==> src/rtl/uart_rx_fifo_if.sv <==
// ---------------------------------------------------------------------------
// uart_rx_fifo_if
//
// Groups every signal of the receive FIFO except clk/rst.
//
// Receiver side:
//   dataOut[8:0]   character held by the receiver
//   dataReceived   the receiver's holding register is valid (level)
//   parityError    parity error on the held character
//   breakCond      the held character is a break condition.
//                  The receiver calls this "break", which is a reserved word.
//   overflow       the receiver lost a character (level)
//   receiveData    one-cycle acknowledge pulse back to the receiver
//
// Host side:
//   rdData[10:0]   head entry {breakCond, parityError, data}; 0 when empty
//   rdValid        the FIFO is not empty
//   rdEn           pop the head entry
//   count          occupancy, from 0 to 2^DEPTH_LOG2
//   full           occupancy equals the depth
//   rxOverflow     sticky receiver-overflow flag
//   fifoStall      sticky flag: a character waited while the FIFO was full
//   clearStatus    clears both sticky flags
//
// Modports:
//   master         the environment, which is the receiver plus the host
//   slave          the FIFO
// ---------------------------------------------------------------------------
interface uart_rx_fifo_if #(
    parameter int DEPTH_LOG2 = 4
);
    logic [8:0]          dataOut;
    logic                dataReceived;
    logic                parityError;
    logic                breakCond;
    logic                overflow;
    logic                receiveData;
    logic [10:0]         rdData;
    logic                rdValid;
    logic                rdEn;
    logic [DEPTH_LOG2:0] count;
    logic                full;
    logic                rxOverflow;
    logic                fifoStall;
    logic                clearStatus;

    modport master (
        output dataOut, dataReceived, parityError, breakCond, overflow,
               rdEn, clearStatus,
        input  receiveData, rdData, rdValid, count, full, rxOverflow, fifoStall
    );

    modport slave (
        input  dataOut, dataReceived, parityError, breakCond, overflow,
               rdEn, clearStatus,
        output receiveData, rdData, rdValid, count, full, rxOverflow, fifoStall
    );
endinterface

==> src/rtl/uart_rx_fifo.sv <==
// ---------------------------------------------------------------------------
// uart_rx_fifo
//
// Receive buffer that sits directly after UartReceiver. Each completed
// character is taken from the receiver's holding register. The FIFO pulses
// receiveData to acknowledge it, and stores the character with its error
// flags in a circular buffer. The host reads the buffer through a
// show-ahead port. Sticky flags record receiver overflow and FIFO-full
// back-pressure.
//
// Ports:
//   clk   rising-edge clock
//   rst   asynchronous, active-high reset
//   bus   uart_rx_fifo_if.slave. It carries the receiver handshake, the host
//         read port and the status flags.
// ---------------------------------------------------------------------------
module uart_rx_fifo #(
    parameter int DEPTH_LOG2 = 4
) (
    input  logic          clk,
    input  logic          rst,
    uart_rx_fifo_if.slave bus
);
    localparam int DEPTH = 1 << DEPTH_LOG2;
    localparam logic [DEPTH_LOG2:0] FULL_COUNT = {1'b1, {DEPTH_LOG2{1'b0}}};

    typedef enum logic [1:0] {
        S_IDLE,
        S_ACK,
        S_WAIT
    } state_t;

    state_t                state;
    state_t                state_next;
    logic [10:0]           mem [DEPTH];
    logic [DEPTH_LOG2-1:0] wr_ptr;
    logic [DEPTH_LOG2-1:0] rd_ptr;
    logic [DEPTH_LOG2:0]   occupancy;
    logic                  ack_q;
    logic                  overflow_q;
    logic                  stall_q;
    logic                  capture;
    logic                  stall_seen;
    logic                  pop;
    logic                  is_full;
    logic                  is_empty;

    assign is_full  = (occupancy == FULL_COUNT);
    assign is_empty = (occupancy == '0);
    assign pop      = bus.rdEn && !is_empty;

    // Capture decision and next state.
    // A character is taken only from IDLE. The FSM then passes through ACK,
    // where receiveData is high. It waits in WAIT until the receiver has
    // dropped dataReceived, so one held character is never captured twice.
    // The full test uses the occupancy at the start of the cycle. A pop in
    // the same cycle therefore does not make room for a capture until the
    // next cycle.
    always_comb begin
        state_next = state;
        capture    = 1'b0;
        stall_seen = 1'b0;
        case (state)
            S_IDLE: begin
                if (bus.dataReceived) begin
                    if (!is_full) begin
                        capture    = 1'b1;
                        state_next = S_ACK;
                    end else begin
                        stall_seen = 1'b1;
                    end
                end
            end
            S_ACK: begin
                state_next = S_WAIT;
            end
            S_WAIT: begin
                if (!bus.dataReceived) begin
                    state_next = S_IDLE;
                end
            end
            default: begin
                state_next = S_IDLE;
            end
        endcase
    end

    // State register and registered acknowledge.
    // receiveData is high only in the cycle after a capture. The reset is
    // asynchronous, so it drops at once if reset arrives mid-handshake.
    always_ff @(posedge clk or posedge rst) begin
        if (rst) begin
            state <= S_IDLE;
            ack_q <= 1'b0;
        end else begin
            state <= state_next;
            ack_q <= capture;
        end
    end

    // Storage array.
    // It is not reset. Whatever it holds after reset is unreachable,
    // because the pointers and the occupancy restart at zero.
    always_ff @(posedge clk) begin
        if (capture) begin
            mem[wr_ptr] <= {bus.breakCond, bus.parityError, bus.dataOut};
        end
    end

    // Pointers and occupancy.
    // The pointers wrap at the depth without extra logic. The occupancy is
    // kept as its own counter, which gives full and empty directly.
    // A capture and a pop in the same cycle leave the occupancy unchanged.
    always_ff @(posedge clk or posedge rst) begin
        if (rst) begin
            wr_ptr    <= '0;
            rd_ptr    <= '0;
            occupancy <= '0;
        end else begin
            if (capture) begin
                wr_ptr <= wr_ptr + 1'b1;
            end
            if (pop) begin
                rd_ptr <= rd_ptr + 1'b1;
            end
            case ({capture, pop})
                2'b10:   occupancy <= occupancy + 1'b1;
                2'b01:   occupancy <= occupancy - 1'b1;
                default: occupancy <= occupancy;
            endcase
        end
    end

    // Sticky status flags.
    // If a flag's set condition is true in the same cycle as clearStatus,
    // the set wins. A condition that is still present cannot be hidden by
    // a clear.
    always_ff @(posedge clk or posedge rst) begin
        if (rst) begin
            overflow_q <= 1'b0;
            stall_q    <= 1'b0;
        end else begin
            if (bus.overflow) begin
                overflow_q <= 1'b1;
            end else if (bus.clearStatus) begin
                overflow_q <= 1'b0;
            end
            if (stall_seen) begin
                stall_q <= 1'b1;
            end else if (bus.clearStatus) begin
                stall_q <= 1'b0;
            end
        end
    end

    assign bus.receiveData = ack_q;
    assign bus.rdData      = is_empty ? 11'd0 : mem[rd_ptr];
    assign bus.rdValid     = !is_empty;
    assign bus.count       = occupancy;
    assign bus.full        = is_full;
    assign bus.rxOverflow  = overflow_q;
    assign bus.fifoStall   = stall_q;
endmodule

==> src/flat_wrapper.sv <==
// flat-port wrapper written by rule: the top's interface ports become plain ports
module uart_rx_fifo_flat 
#(
    parameter int DEPTH_LOG2 = 4
)
  (clk, rst, bus_dataOut, bus_dataReceived, bus_parityError, bus_breakCond, bus_overflow, bus_rdEn, bus_clearStatus, bus_receiveData, bus_rdData, bus_rdValid, bus_count, bus_full, bus_rxOverflow, bus_fifoStall);
  uart_rx_fifo_if #(.DEPTH_LOG2(DEPTH_LOG2)) bus_i ();
  input  logic clk;
  input  logic rst;
  input wire logic [$bits(bus_i.dataOut)-1:0] bus_dataOut;
  input wire logic [$bits(bus_i.dataReceived)-1:0] bus_dataReceived;
  input wire logic [$bits(bus_i.parityError)-1:0] bus_parityError;
  input wire logic [$bits(bus_i.breakCond)-1:0] bus_breakCond;
  input wire logic [$bits(bus_i.overflow)-1:0] bus_overflow;
  input wire logic [$bits(bus_i.rdEn)-1:0] bus_rdEn;
  input wire logic [$bits(bus_i.clearStatus)-1:0] bus_clearStatus;
  output wire logic [$bits(bus_i.receiveData)-1:0] bus_receiveData;
  output wire logic [$bits(bus_i.rdData)-1:0] bus_rdData;
  output wire logic [$bits(bus_i.rdValid)-1:0] bus_rdValid;
  output wire logic [$bits(bus_i.count)-1:0] bus_count;
  output wire logic [$bits(bus_i.full)-1:0] bus_full;
  output wire logic [$bits(bus_i.rxOverflow)-1:0] bus_rxOverflow;
  output wire logic [$bits(bus_i.fifoStall)-1:0] bus_fifoStall;
  assign bus_i.dataOut = bus_dataOut;
  assign bus_i.dataReceived = bus_dataReceived;
  assign bus_i.parityError = bus_parityError;
  assign bus_i.breakCond = bus_breakCond;
  assign bus_i.overflow = bus_overflow;
  assign bus_i.rdEn = bus_rdEn;
  assign bus_i.clearStatus = bus_clearStatus;
  assign bus_receiveData = bus_i.receiveData;
  assign bus_rdData = bus_i.rdData;
  assign bus_rdValid = bus_i.rdValid;
  assign bus_count = bus_i.count;
  assign bus_full = bus_i.full;
  assign bus_rxOverflow = bus_i.rxOverflow;
  assign bus_fifoStall = bus_i.fifoStall;
  uart_rx_fifo #(.DEPTH_LOG2(DEPTH_LOG2)) u_core (.clk(clk), .rst(rst), .bus(bus_i));
endmodule
==> config.mk <==
export PLATFORM = sky130hd
export DESIGN_NAME = uart_rx_fifo_flat
export DESIGN_NICKNAME = d
export VERILOG_FILES = /design/src/rtl/uart_rx_fifo_if.sv /design/src/rtl/uart_rx_fifo.sv /design/src/flat_wrapper.sv
export SDC_FILE = /design/constraint.sdc
export NUM_CORES = 1
export LEC_CHECK = 0
export BUFFER_PORTS_ARGS = -buffer_cell sky130_fd_sc_hd__buf_2
export CORE_MARGIN = 2
export CORE_UTILIZATION = 60
export CTS_BUF_LIST = sky130_fd_sc_hd__clkbuf_4 sky130_fd_sc_hd__clkbuf_8
export CTS_CLUSTER_DIAMETER = 30
export DETAILED_ROUTE_END_ITERATION = 8
export HOLD_SLACK_MARGIN = 0.12
export PLACE_DENSITY = 0.79
export SYNTH_ARGS = -nofsm -noshare
export SYNTH_HDL_FRONTEND = slang
export SYNTH_SLANG_ARGS = --single-unit
==> constraint.sdc <==
create_clock -name clk -period 3.7 [get_ports clk]
set_clock_uncertainty 0.15 [all_clocks]
set_input_delay 0.74 -clock clk [delete_from_list [all_inputs] [get_ports clk]]
set_output_delay 0.74 -clock clk [all_outputs]
set_load 0.02 [all_outputs]
# Yosys cells after proc, flatten, opt, wreduce, memory -nomap -nowiden
# Memories as Yosys holds them, arrays and structs flattened.
# Index checks and enable logic that the tools add are counted.
# Widths: inputs -> output; s select.
[word_totals]
regBits = 18
mem_bits_rw = 176
word_cells = 45
n_memories = 1
[memory_table]
columns = ["name", "words", "width", "read_ports", "rd_ports_with_merged_regs", "write_ports", "line_no", "source"]
rows = [
  ["u_core.mem", 16, 11, 1, 0, 1, "uart_rx_fifo.sv:35", "logic [10:0] mem [DEPTH];"],
]
[classes]
n_addsub = 4
eq_ne = 8
muxes = 17
reduce_logical = 8
[op_table]
columns = ["op", "n"]
rows = [
  ["$mux 1", 11],
  ["$mux 11", 1],
  ["$pmux 5 s2", 1],
  ["$add 4x1->4 const B", 2],
  ["$mux 2", 3],
  ["$ne 2x2->1 const B", 3],
  ["$pmux 2 s3", 1],
  ["$reduce_bool 2->1", 3],
  ["$add 5x1->5 const B", 1],
  ["$eq 5x5->1 const B", 1],
  ["$logic_not 5->1", 1],
  ["$sub 5x1->5 const B", 1],
  ["$eq 2x1->1 const B", 2],
  ["$eq 2x2->1 const B", 2],
  ["$reduce_and 3->1", 1],
  ["$logic_not 2->1", 1],
  ["$logic_and 1x1->1", 1],
  ["$logic_not 1->1", 1],
]

# Longest topological paths before layout
# Gate-level depths: netlist of the first run.
[logic_depth]
word_depth = 6
mapped_depth = 14
ltp_nobuf = 11

# Worst setup path before layout of the first run
# No wires, ideal clock.
[synth_path]
path_type = "input to register"
startpoint = "in bus_dataReceived"
endpoint = "reg u_core.occupancy[4] (netlist: u_core.bus.count[4])"
arrival_time_ps = 2615
required_time_ps = 3413
slack_ps = 798
stages = 11
cell_sequence = "or3b_4 -> a21oi_4 -> inv_1 -> ha_1 -> buf_2 -> xor2_1 -> ha_1 -> and3b_1 -> o21ai_0 -> a31oi_1 -> xor2_1"
[synth_between]
elab_chain_cells = 4
elab_cells_between_ends = 6
[synth_rtl]
columns = ["item", "line_no", "source"]
rows = [
  ["start: declaration", "flat_wrapper.sv:11", "input wire logic [$bits(bus_i.dataReceived)-1:0] bus_dataReceived;"],
  ["$mux 1 *", "uart_rx_fifo.sv:65", "if (bus.dataReceived) begin"],
  ["$mux 1 *", "uart_rx_fifo.sv:63", "case (state)"],
  ["$eq 2x1->1 or $eq 2x2->1 (tied branches)", "uart_rx_fifo.sv:126", "case ({capture, pop})"],
  ["$pmux 5 s2 or $reduce_bool 2->1 (tied branches)", "n/a", ""],
  ["end signal: assignment", "uart_rx_fifo.sv:127", "2'b10: occupancy <= occupancy + 1'b1;"],
  ["end signal: assignment", "uart_rx_fifo.sv:128", "2'b01: occupancy <= occupancy - 1'b1;"],
  ["end signal: assignment", "uart_rx_fifo.sv:129", "default: occupancy <= occupancy;"],
  ["end: declaration", "uart_rx_fifo.sv:38", "logic [DEPTH_LOG2:0] occupancy;"],
]
# Mark *: on every way between the ends. The rest lies on a longest branch, timed or not.
# A chain may end at the register's enable or synchronous reset.

# Worst setup path in the final report of the first run
[layout_path]
startpoint = "reg u_core.occupancy[0] (netlist: u_core.bus.count[0])"
endpoint = "out bus_rdData[8]"
[layout_between]
elab_chain_cells = 2
[layout_rtl]
columns = ["item", "line_no", "source"]
rows = [
  ["$logic_not 5->1", "uart_rx_fifo.sv:49", "assign is_empty = (occupancy == '0);"],
  ["$mux 11", "uart_rx_fifo.sv:157", "assign bus.rdData = is_empty ? 11'd0 : mem[rd_ptr];"],
  ["end: declaration", "flat_wrapper.sv:18", "output wire logic [$bits(bus_i.rdData)-1:0] bus_rdData;"],
]
# No other way between the ends.

==> results.sh, run 1 <==
export IMPL_nFillCells=783
export IMPL_via_per_inst=6.01
export IMPL_relSlewSlack=0.501
export IMPL_synthesis_nets=405
export IMPL_fp_row_count=41
export IMPL_grt_usage=0.225
export IMPL_ir_worst_vdd_uv=452
export IMPL_multi_input_area_um2=1920
export IMPL_crit_path_end_kind="output port"
export IMPL_synth_main_ff_cell="edfxtp_1"
export IMPL_wirelength_um=14400
export IMPL_register_area_um2=5740
export IMPL_hp_class="in -> async"
export IMPL_fmax_mhz=296
export IMPL_firstDrtPassIters=5
export IMPL_io_pins=38
export IMPL_gp_congestion=0.789
export IMPL_antenna_found_initial=0
export IMPL_status="finished, final reports clean"
export IMPL_crit_chain="nor4_4 > nand2b_1 > nand2b_1 > o22ai_1 > buf_2"
export IMPL_cts_setup_buffers=0
export IMPL_cts_buffers=17
export IMPL_syn_area_per_cell_um2=20.5
export IMPL_cp_common_cell="nand2b_1"
export IMPL_synth_cell_types=43
export IMPL_cts_hold_buffers=0
export IMPL_ys_warn_count=0
export IMPL_setup_ws_ns=0.320
export IMPL_synthCells=380
export IMPL_die_w_um=118
export IMPL_finalMaxSlewViolations=0
export IMPL_async_reset_ff_frac=0.0928
export IMPL_clkTransAtPathRegs_ns=0.09
export IMPL_drc=0
export IMPL_start_util=0.617
export IMPL_htree_levels=4
export IMPL_clkSinkCount=194
export IMPL_drt_iter0_drc=319
export IMPL_critPathLaunchType="flip-flop"
export IMPL_grt_pass1_wl_um=22600
export IMPL_crit_slowest_cell="dfrtp_1"
export IMPL_cts_tree="done"
export IMPL_hold_viol_final=0
export IMPL_drtAntennaViolNets=0
export IMPL_timing_final_crit_share=0.913
export IMPL_grt_max_degree=30
export IMPL_cts_resized=0
export IMPL_powerDensity_nw_per_um2=739
export IMPL_clockRootBuffer="clkbuf_8"
export IMPL_synth_edf_count=176
export IMPL_power_leakage_nw=3.04
export IMPL_worstPathArrival_ns=2.49
export IMPL_insertion_delay_ns=0.45
export IMPL_cp_required_ns=2.81
export IMPL_critPathMaxFanout=9
export IMPL_diodes=0
export IMPL_tightest_slew_ns=0.747
export IMPL_path_class="reg -> out"
export IMPL_wl_per_cell_um=23.1
export IMPL_cts_buffer_depth=2
export IMPL_grt_pass1_vias=3939
export IMPL_gr_total_overflow=0
export IMPL_io_buffers=37
export IMPL_synth_seq_area_share=0.737
export IMPL_place_ws_ns=0.551
export IMPL_num_nets_final=466
export IMPL_via_count=3760
export IMPL_synth_seq_cells=194
export IMPL_area_growth_pct=12.3
export IMPL_chipHeight_um=118
export IMPL_setup_viol=0
export IMPL_layout_drive_gt1_share=0.311
export IMPL_rsz0062_at_grt="no"
export IMPL_fin_tns_setup_ns=0
export IMPL_drv_cap=0
export IMPL_place_detailed_hpwl_um=9300
export IMPL_max_stage_delay_ns=0.48
export IMPL_coreArea_um2=12600
export IMPL_syn_area_um2=7780
export IMPL_dieArea_um2=13900
export IMPL_fin_crit_ns=3.38
-- registers in the layout (all words and copies together), names as in the netlist --
register and flops:
u_core.mem 176, u_core.bus.rxOverflow 1, u_core.bus.count 5, u_core.rd_ptr 4, u_core.bus.fifoStall 1, u_core.state 2, u_core.wr_ptr 4, u_core.bus.receiveData 1
-- power breakdown --
group          leakage [nW]  total, mW  internal (mW)  switching, mW
Clock                 0.232       1.49          0.821          0.672
Combinational          1.01       2.12          0.994           1.13
Sequential             1.80       2.85           2.61          0.241
-- metal layers --
metal	GRT usage	routed length [um]
met5	0	0
met4	0.0798	235
met2	0.360	7250
met1	0.312	6050
met3	0.0465	901
-- cell families after synthesis --
family	count (synthesis)	share of synthesized area
xor+xnor	12	0.0135
buf+inv	26	0.0196
compound gates	26	0.0223
simple gates	46	0.0330
mux	68	0.162
flops	194	0.737
fa+ha+maj	8	0.0129
-- critical path: cells and delay by family (launching register included) --
| family | cells | cell delay, ns |
|---|---|---|
| flip-flops | 1 | 0.48 |
| AND/OR/NAND/NOR | 3 | 1.22 |
| AO/OA/AOI/OAI | 1 | 0.14 |
| buffers and inverters | 1 | 0.18 |
-- metrics by stage --
| stage | instance area [um^2] | util | power (mW) | hold WS [ns] | cells |
|---|---|---|---|---|---|
| finish | 8740 | 0.693 | 6.46 | 0.254 | 626 |
| detailed placement | 8300 | 0.657 | 5.03 | 0.332 | 594 |
| global route | 8740 | 0.693 | 6.75 | 0.304 | 626 |
| CTS | 8740 | 0.693 | 6.51 | 0.247 | 626 |
| floorplan | 7780 | - | 4.42 | 0.299 | 380 |
| global placement | 8300 | 0.657 | 4.97 | 0.317 | 594 |
-- worst paths after layout --
check / startpoint / end / slack (ns) / depth (start not counted)
max reg2reg: u_core.bus.count[0]$_DFFE_PP0P_ / u_core.bus.count[4]$_DFFE_PP0P_ / 0.61 / 11
min reg2reg: u_core.state[0]$_DFFE_PP0P_ / u_core.state[1]$_DFFE_PP0P_ / 0.34 / 1
min in group clk: bus_overflow / u_core.bus.rxOverflow$_DFFE_PP0P_ / 0.32 / 2
min: rst / u_core.state[0]$_DFFE_PP0P_ / 0.25 / 2
max: u_core.bus.count[0]$_DFFE_PP0P_ / bus_rdData[8] / 0.32 / 5
max in group asynchronous: rst / u_core.rd_ptr[1]$_DFFE_PP0P_ / 2.63 / 2
-- cell usage after synthesis (4+ instances only) --
cell / instances / share of area
mux2i_1: 22 / 0.028
xor2_1: 5 / 0.0056
nand2_1: 9 / 0.0043
nor3_1: 4 / 0.0026
edfxtp_1: 176 / 0.68
nor2_1: 13 / 0.0063
o22ai_1: 11 / 0.0088
buf_6: 4 / 0.0058
ha_1: 8 / 0.013
buf_2: 8 / 0.0051
buf_4: 4 / 0.0039
dfrtp_1: 18 / 0.058
nand2b_1: 6 / 0.0048
mux4_1: 7 / 0.024
xnor2_1: 7 / 0.0079
inv_1: 7 / 0.0034
mux4_2: 37 / 0.11
-- layout make-up --
| type | instances | area share |
|---|---|---|
| Clock buffer | 20 | 0.0293 |
| Tap cell | 172 | 0.0246 |
| Clock inverter | 12 | 0.0216 |
| Sequential cell | 194 | 0.656 |
| Timing Repair Buffer | 61 | 0.0461 |
| Multi-Input combinational cell | 160 | 0.219 |
| Inverter | 7 | 0.00301 |
-- placed cells by master (no fill, tap or decap), types with 2 or more instances in the layout --
cell,netlist,layout
buf_12,0,3
buf_4,4,21
o22ai_1,11,11
dfrtp_1,18,17
clkbuf_4,0,3
a21oi_1,3,3
bufinv_16,0,5
buf_2,8,37
mux2i_1,22,22
nand2b_1,6,6
inv_1,7,7
edfxtp_1,176,176
mux4_2,37,37
xor2_1,5,5
xnor2_1,7,7
clkbuf_8,0,17
mux4_1,7,7
o21ai_0,3,3
nor2_1,13,13
ha_1,8,8
nor2b_1,2,2
clkinv_2,0,4
nand2_1,9,9
nor3_2,0,4
nand3_1,2,2
a21o_1,2,2
No activity file was read; power rests on OpenSTA's default activity.
==> inputs of run 2 (changes only) <==
Settings changed: ABC_AREA set to 1.
==> run 2 against run 1 <==
Wire length increased by 32%. Clock power about the same. Synthesized cell count increased by 92%. Count of clock-buffer cells in the layout decreased by 2. Critical endpoint is now bus_rdData[0].
==> results.sh, run 2 <==
export IMPL_top_register="u_core.mem"
export IMPL_powerDensity_nw_per_um2=768
export IMPL_cts_setup_buffers=0
export IMPL_firstDrtPassIters=7
export IMPL_synthesis_nets=754
export IMPL_antenna_found_initial=2
export IMPL_critPathLaunch="u_core.rd_ptr[0]$_DFFE_PP0P_"
export IMPL_dieArea_um2=14700
export IMPL_cp_required_ns=2.81
export IMPL_cts_buffer_depth=2
export IMPL_largest_register_ffs=176
export IMPL_path_class="reg -> out"
export IMPL_crit_path_end_kind="output port"
export IMPL_grt_pass1_wl_um=29000
export IMPL_cp_common_cell="nand2_1"
export IMPL_ir_worst_vdd_uv=406
export IMPL_clkTransAtPathRegs_ns=0.09
export IMPL_power_leakage_nw=3.48
export IMPL_start_util=0.617
export IMPL_status="finished, final reports clean"
export IMPL_via_count=5658
export IMPL_synth_cell_types=30
export IMPL_place_detailed_hpwl_um=11300
export IMPL_comb_power_share=0.398
export IMPL_rsz0062_at_grt="no"
export IMPL_grt_pass1_vias=5423
export IMPL_synthTopCellsByArea="edfxtp_1, nand2_1, nand3_1, dfrtp_1, buf_2"
export IMPL_hold_viol_final=0
export IMPL_power_switching_mw=2.78
export IMPL_power_switching_fraction=0.401
export IMPL_setup_viol=0
export IMPL_via_per_inst=5.89
export IMPL_critPathMaxFanout=56
export IMPL_syn_area_um2=8240
export IMPL_relSlewSlack=0.446
export IMPL_die_w_um=121
export IMPL_yosys_top_cells_count="nand2_1, edfxtp_1, nand3_1"
export IMPL_design_area_um2=9020
export IMPL_drtAntennaViolNets=0
export IMPL_cts_tree="done"
export IMPL_clockRootBuffer="clkbuf_8"
export IMPL_drt_iter0_drc=747
export IMPL_area_growth_pct=9.51
export IMPL_worstReg2RegStart="u_core.bus.count[1]$_DFFE_PP0P_"
export IMPL_synth_top_area_frac=0.642
export IMPL_clkSinkCount=194
export IMPL_synth_edf_count=176
export IMPL_coreArea_um2=13300
export IMPL_chipHeight_um=121
export IMPL_diodes=0
export IMPL_grt_max_degree=90
export IMPL_fin_tns_setup_ns=0
export IMPL_worstPathArrival_ns=2.35
export IMPL_async_reset_ff_frac=0.0928
export IMPL_max_stage_delay_ns=0.51
export IMPL_synth_seq_area_share=0.696
export IMPL_cp_top_family="buffers and inverters"
export IMPL_yosysTopAreaCell="edfxtp_1"
export IMPL_synthCells=729
export IMPL_cts_resized=0
export IMPL_timing_final_crit_share=0.874
export IMPL_gp_congestion=0.866
export IMPL_cts_buffers=17
export IMPL_final_cell_mix="nand2_1, edfxtp_1, nand3_1, buf_2"
export IMPL_layout_drive_gt1_share=0.152
export IMPL_ys_warn_count=0
export IMPL_drc=0
export IMPL_wirelength_um=19100
export IMPL_fp_row_count=42
export IMPL_synth_seq_cells=194
export IMPL_hp_class="in -> async"
export IMPL_gr_total_overflow=0
export IMPL_crit_slowest_cell="buf_4"
export IMPL_layout_commonest_cell="nand2_1"
export IMPL_nFillCells=957
export IMPL_tightest_slew_ns=0.829
export IMPL_io_buffers=37
export IMPL_finalPower_mw=6.93
export IMPL_fin_crit_ns=3.24
export IMPL_critPathLaunchType="flip-flop"
export IMPL_cts_hold_buffers=0
export IMPL_finalMaxSlewViolations=0
export IMPL_insertion_delay_ns=0.46
export IMPL_syn_area_per_cell_um2=11.3
export IMPL_pwr_share_seq=0.392
export IMPL_crit_chain="buf_4 > nand2_1 > nand3_1 > nand3_1 > nand2_1 > nand2_1 > a21oi_1 > buf_2"
export IMPL_htree_levels=4
export IMPL_clkPwrFrac=0.210
export IMPL_num_nets_final=796
export IMPL_synth_most_common_cell="nand2_1"
export IMPL_internal_power_mw=4.15
export IMPL_crit_buf_inv=2
export IMPL_io_pins=38
export IMPL_synth_main_ff_cell="edfxtp_1"
export IMPL_fmax_mhz=309
export IMPL_wl_per_cell_um=19.9
export IMPL_fin_hold_ws_ns=0.231
export IMPL_dpl_cell_area_um2=8590
export IMPL_grt_usage=0.272
export IMPL_drv_cap=0
## run 2: changes by cell type after synthesis, moves of 14 or more
cell / delta
mux4_2: -37
buf_2: +16
inv_1: +14
nand2_1: +246
mux2i_1: -22
nand3_1: +137
## run 2: path summary, 6_finish.rpt
check | end | slack, ns | depth (start not counted)
max in group asynchronous | u_core.rd_ptr[0]$_DFFE_PP0P_ | 2.66 | 2
min reg2reg | u_core.state[1]$_DFFE_PP0P_ | 0.33 | 1
max reg2reg | u_core.bus.count[4]$_DFFE_PP0P_ | 0.93 | 16
min in group clk | u_core.bus.rxOverflow$_DFFE_PP0P_ | 0.32 | 2
max | bus_rdData[0] | 0.46 | 8
min | u_core.bus.rxOverflow$_DFFE_PP0P_ | 0.23 | 2
## run 2: cells by family after synthesis
family,count (synthesis),share of synthesized area
AO/OA/AOI/OAI,23,0.0185
XOR/XNOR,8,0.00851
adder cells (fa/ha/maj),8,0.0122
buffers and inverters,64,0.0409
flip-flops,194,0.696
AND/OR/NAND/NOR,432,0.223
## run 2: stage by stage
stage / worst slack (ns) / utilization / cells
3_5_place_dp: 0.932 / 0.644 / 928
5_1_grt: 0.298 / 0.676 / 960
3_3_place_gp: 1.04 / 0.644 / 928
6_report: 0.465 / 0.676 / 960
4_1_cts: 0.467 / 0.676 / 960
2_1_floorplan: 1.02 / - / 729
## run 2: metal layers
layer / wire [um] / GRT usage / vias up
li1: - / - / 2571
met1: 7260 / 0.369 / 2695
met2: 9270 / 0.430 / 345
met3: 2040 / 0.0573 / 45
met4: 492 / 0.115 / 2
met5: 16 / 0 / -
## run 2: power groups by stage
stage,sequential [mW],combinational (mW),clock [mW]
after detailed placement,2.76,2.72,0
after global routing,2.73,3.03,1.54
final,2.72,2.76,1.46
after floorplan,2.75,2.02,0
after global placement,2.75,2.61,0
after CTS,2.71,2.73,1.46
## run 2: area by class of cell
type                            instances  area [um^2]  share of cell area
Sequential cell                       194         5740               0.636
Multi-Input combinational cell        471         2160               0.240
Timing Repair Buffer                   61          365              0.0405
Clock buffer                           18          241              0.0268
Tap cell                              176          220              0.0244
Clock inverter                         14          186              0.0207
Inverter                               26          105              0.0117
## run 2: worst reg2reg max path, cell delays in order (launching register included)
cell	delay [ns]
dfrtp_1	0.44
inv_1	0.13
nand3_2	0.12
nor2_2	0.09
buf_4	0.26
inv_2	0.05
nand2_1	0.11
inv_2	0.10
ha_1	0.30
xor2_1	0.19
ha_1	0.19
a21oi_1	0.15
nor2_1	0.09
nand2_1	0.08
nand3_1	0.07
nand3_1	0.09
nand2_1	0.05
==> inputs of run 3 (changes only) <==
Settings changed: MAX_ROUTING_LAYER set to met4, REMOVE_ABC_BUFFERS set to 1.
==> run 3 against run 2 <==
Worst setup slack got worse by 0.13 ns. Combinational power decreased by 3%. Utilization decreased by 0.58 points. Fmax decreased by 3.9%. Largest power group is now sequential cells. Highest routed layer is now met4.
==> results.sh, run 3 (synthesis results as in run 2) <==
export IMPL_firstDrtPassIters=5
export IMPL_grt_usage=0.276
export IMPL_fmax_mhz=297
export IMPL_coreArea_um2=13300
export IMPL_power_leakage_nw=3.44
export IMPL_io_pins=38
export IMPL_comb_power_share=0.401
export IMPL_drtAntennaViolNets=0
export IMPL_gr_total_overflow=0
export IMPL_area_growth_pct=8.57
export IMPL_power_switching_mw=2.76
export IMPL_clockRootBuffer="clkbuf_8"
export IMPL_cts_buffers=17
export IMPL_largest_register_ffs=176
export IMPL_cts_setup_buffers=0
export IMPL_top_register="u_core.mem"
export IMPL_grt_pass1_vias=5203
export IMPL_cts_buffer_depth=2
export IMPL_dp_cells=927
export IMPL_ir_worst_vdd_uv=641
export IMPL_hp_class="in -> async"
export IMPL_crit_buf_inv=2
export IMPL_internal_power_mw=3.93
export IMPL_cp_required_ns=2.81
export IMPL_cts_tree="done"
export IMPL_critPathLaunchType="flip-flop"
export IMPL_io_buffers=37
export IMPL_grt_pass1_wl_um=28600
export IMPL_powerDensity_nw_per_um2=749
export IMPL_gp_congestion=0.812
export IMPL_max_stage_delay_ns=0.61
export IMPL_worstReg2RegStart="u_core.bus.count[3]$_DFFE_PP0P_"
export IMPL_final_cell_mix="nand2_1, edfxtp_1, nand3_1, buf_2, nor2_1"
export IMPL_fp_row_count=42
export IMPL_start_util=0.617
export IMPL_insertion_delay_ns=0.46
export IMPL_worstPathArrival_ns=2.48
export IMPL_place_detailed_hpwl_um=10900
export IMPL_crit_chain="inv_8 > nand2_1 > nand3_1 > nand3_1 > nand2_1 > nand2_1 > a21oi_1 > buf_2"
export IMPL_setup_viol=0
export IMPL_timing_final_crit_share=0.910
export IMPL_tightest_slew_ns=0.915
export IMPL_drc=0
export IMPL_layout_cells_non_filler=959
export IMPL_drt_iter0_drc=739
export IMPL_layout_drive_gt1_share=0.152
export IMPL_globalRouteMet2Util=0.419
export IMPL_wirelength_um=18600
export IMPL_htree_levels=4
export IMPL_nFillCells=993
export IMPL_cp_common_cell="nand2_1"
export IMPL_status="finished, final reports clean"
export IMPL_drv_cap=0
export IMPL_wl_per_cell_um=19.4
export IMPL_via_count=5548
export IMPL_grt_most_used_layer="met2"
export IMPL_grt_use_met3=0.0634
export IMPL_diodes=0
export IMPL_crit_slowest_cell="dfrtp_2"
export IMPL_relSlewSlack=0.389
export IMPL_rsz0062_at_grt="no"
export IMPL_met1_usage=0.379
export IMPL_crit_path_end_kind="output port"
export IMPL_clkPwrFrac=0.188
export IMPL_finalMaxSlewViolations=0
export IMPL_critPathLaunch="u_core.rd_ptr[0]$_DFFE_PP0P_"
export IMPL_power_switching_fraction=0.413
export IMPL_clkSinkCount=194
export IMPL_hold_viol_final=0
export IMPL_place_ws_ns=0.850
export IMPL_grt_max_degree=90
export IMPL_cts_resized=0
export IMPL_layout_commonest_cell="nand2_1"
export IMPL_path_class="reg -> out"
export IMPL_fin_tns_setup_ns=0
export IMPL_design_area_um2=8940
export IMPL_via_per_inst=5.79
export IMPL_dieArea_um2=14700
export IMPL_setup_ws_ns=0.335
export IMPL_critPathMaxFanout=89
export IMPL_die_w_um=121
export IMPL_dpl_cell_area_um2=8580
export IMPL_antenna_found_initial=0
export IMPL_fin_crit_ns=3.37
export IMPL_cp_top_family="buffers and inverters"
export IMPL_pwr_share_seq=0.411
export IMPL_cts_hold_buffers=0
export IMPL_chipHeight_um=121
export IMPL_num_nets_final=795
export IMPL_clkTransAtPathRegs_ns=0.09
-- run 3: cell count changes in the layout (fill, tap and decap cells not counted) --
cell and change:
clkinvlp_4 +3, clkinv_1 -1, bufinv_16 -3, clkinv_2 +2, buf_4 -1, inv_6 -1
-- run 3: path summary, 6_finish.rpt --
kind / end / slack (ns) / depth (start not counted)
min: u_core.rd_ptr[2]$_DFFE_PP0P_ / 0.23 / 2
min reg2reg: u_core.state[1]$_DFFE_PP0P_ / 0.33 / 1
max: bus_rdData[10] / 0.33 / 8
max in group asynchronous: u_core.rd_ptr[0]$_DFFE_PP0P_ / 2.67 / 2
max reg2reg: u_core.bus.count[4]$_DFFE_PP0P_ / 0.77 / 16
min in group clk: u_core.bus.rxOverflow$_DFFE_PP0P_ / 0.32 / 2
-- run 3: worst register-to-register path, stage by stage (launching register included) --
cell and delay, ns:
dfrtp_1 0.45, nor2_1 0.13, nand3_2 0.10, nor2_2 0.08, buf_4 0.27, inv_2 0.06
nand2_1 0.15, inv_2 0.11, ha_1 0.31, xor2_1 0.19, ha_1 0.22, a21oi_1 0.19
nor2_1 0.11, nand2_1 0.09, nand3_1 0.07, nand3_1 0.10, nand2_1 0.05
-- run 3: per-stage QoR --
step | power [mW] | hold WS (ns) | utilization
floorplan | 4.58 | 0.294 | -
global placement | 5.34 | 0.309 | 0.643
detailed placement | 5.45 | 0.323 | 0.643
CTS | 6.68 | 0.236 | 0.670
global route | 7.09 | 0.281 | 0.670
finish | 6.70 | 0.227 | 0.670
-- run 3: power by group through the flow --
stage,combinational [mW],sequential (mW),clock (mW)
after floorplan,1.66,2.93,0
after CTS,2.67,2.75,1.26
final,2.69,2.75,1.26
after detailed placement,2.66,2.80,0
after global routing,2.97,2.77,1.35
after global placement,2.56,2.78,0
-- run 3: final cells by class --
cell class / instances / area, um^2 / area share
sequential: 194 / 5740 / 0.642
tap: 176 / 220 / 0.0246
clock inverter: 14 / 116 / 0.0130
timing repair buffer: 60 / 358 / 0.0400
clock buffer: 18 / 241 / 0.0270
inverter: 26 / 105 / 0.0118
multi-input combinational: 471 / 2160 / 0.242
-- run 3: layer usage --
metal / vias up / wire (um)
li1: 2571 / -
met1: 2644 / 7720
met2: 294 / 8790
met3: 39 / 1690
met4: 0 / 441
met5: - / 0
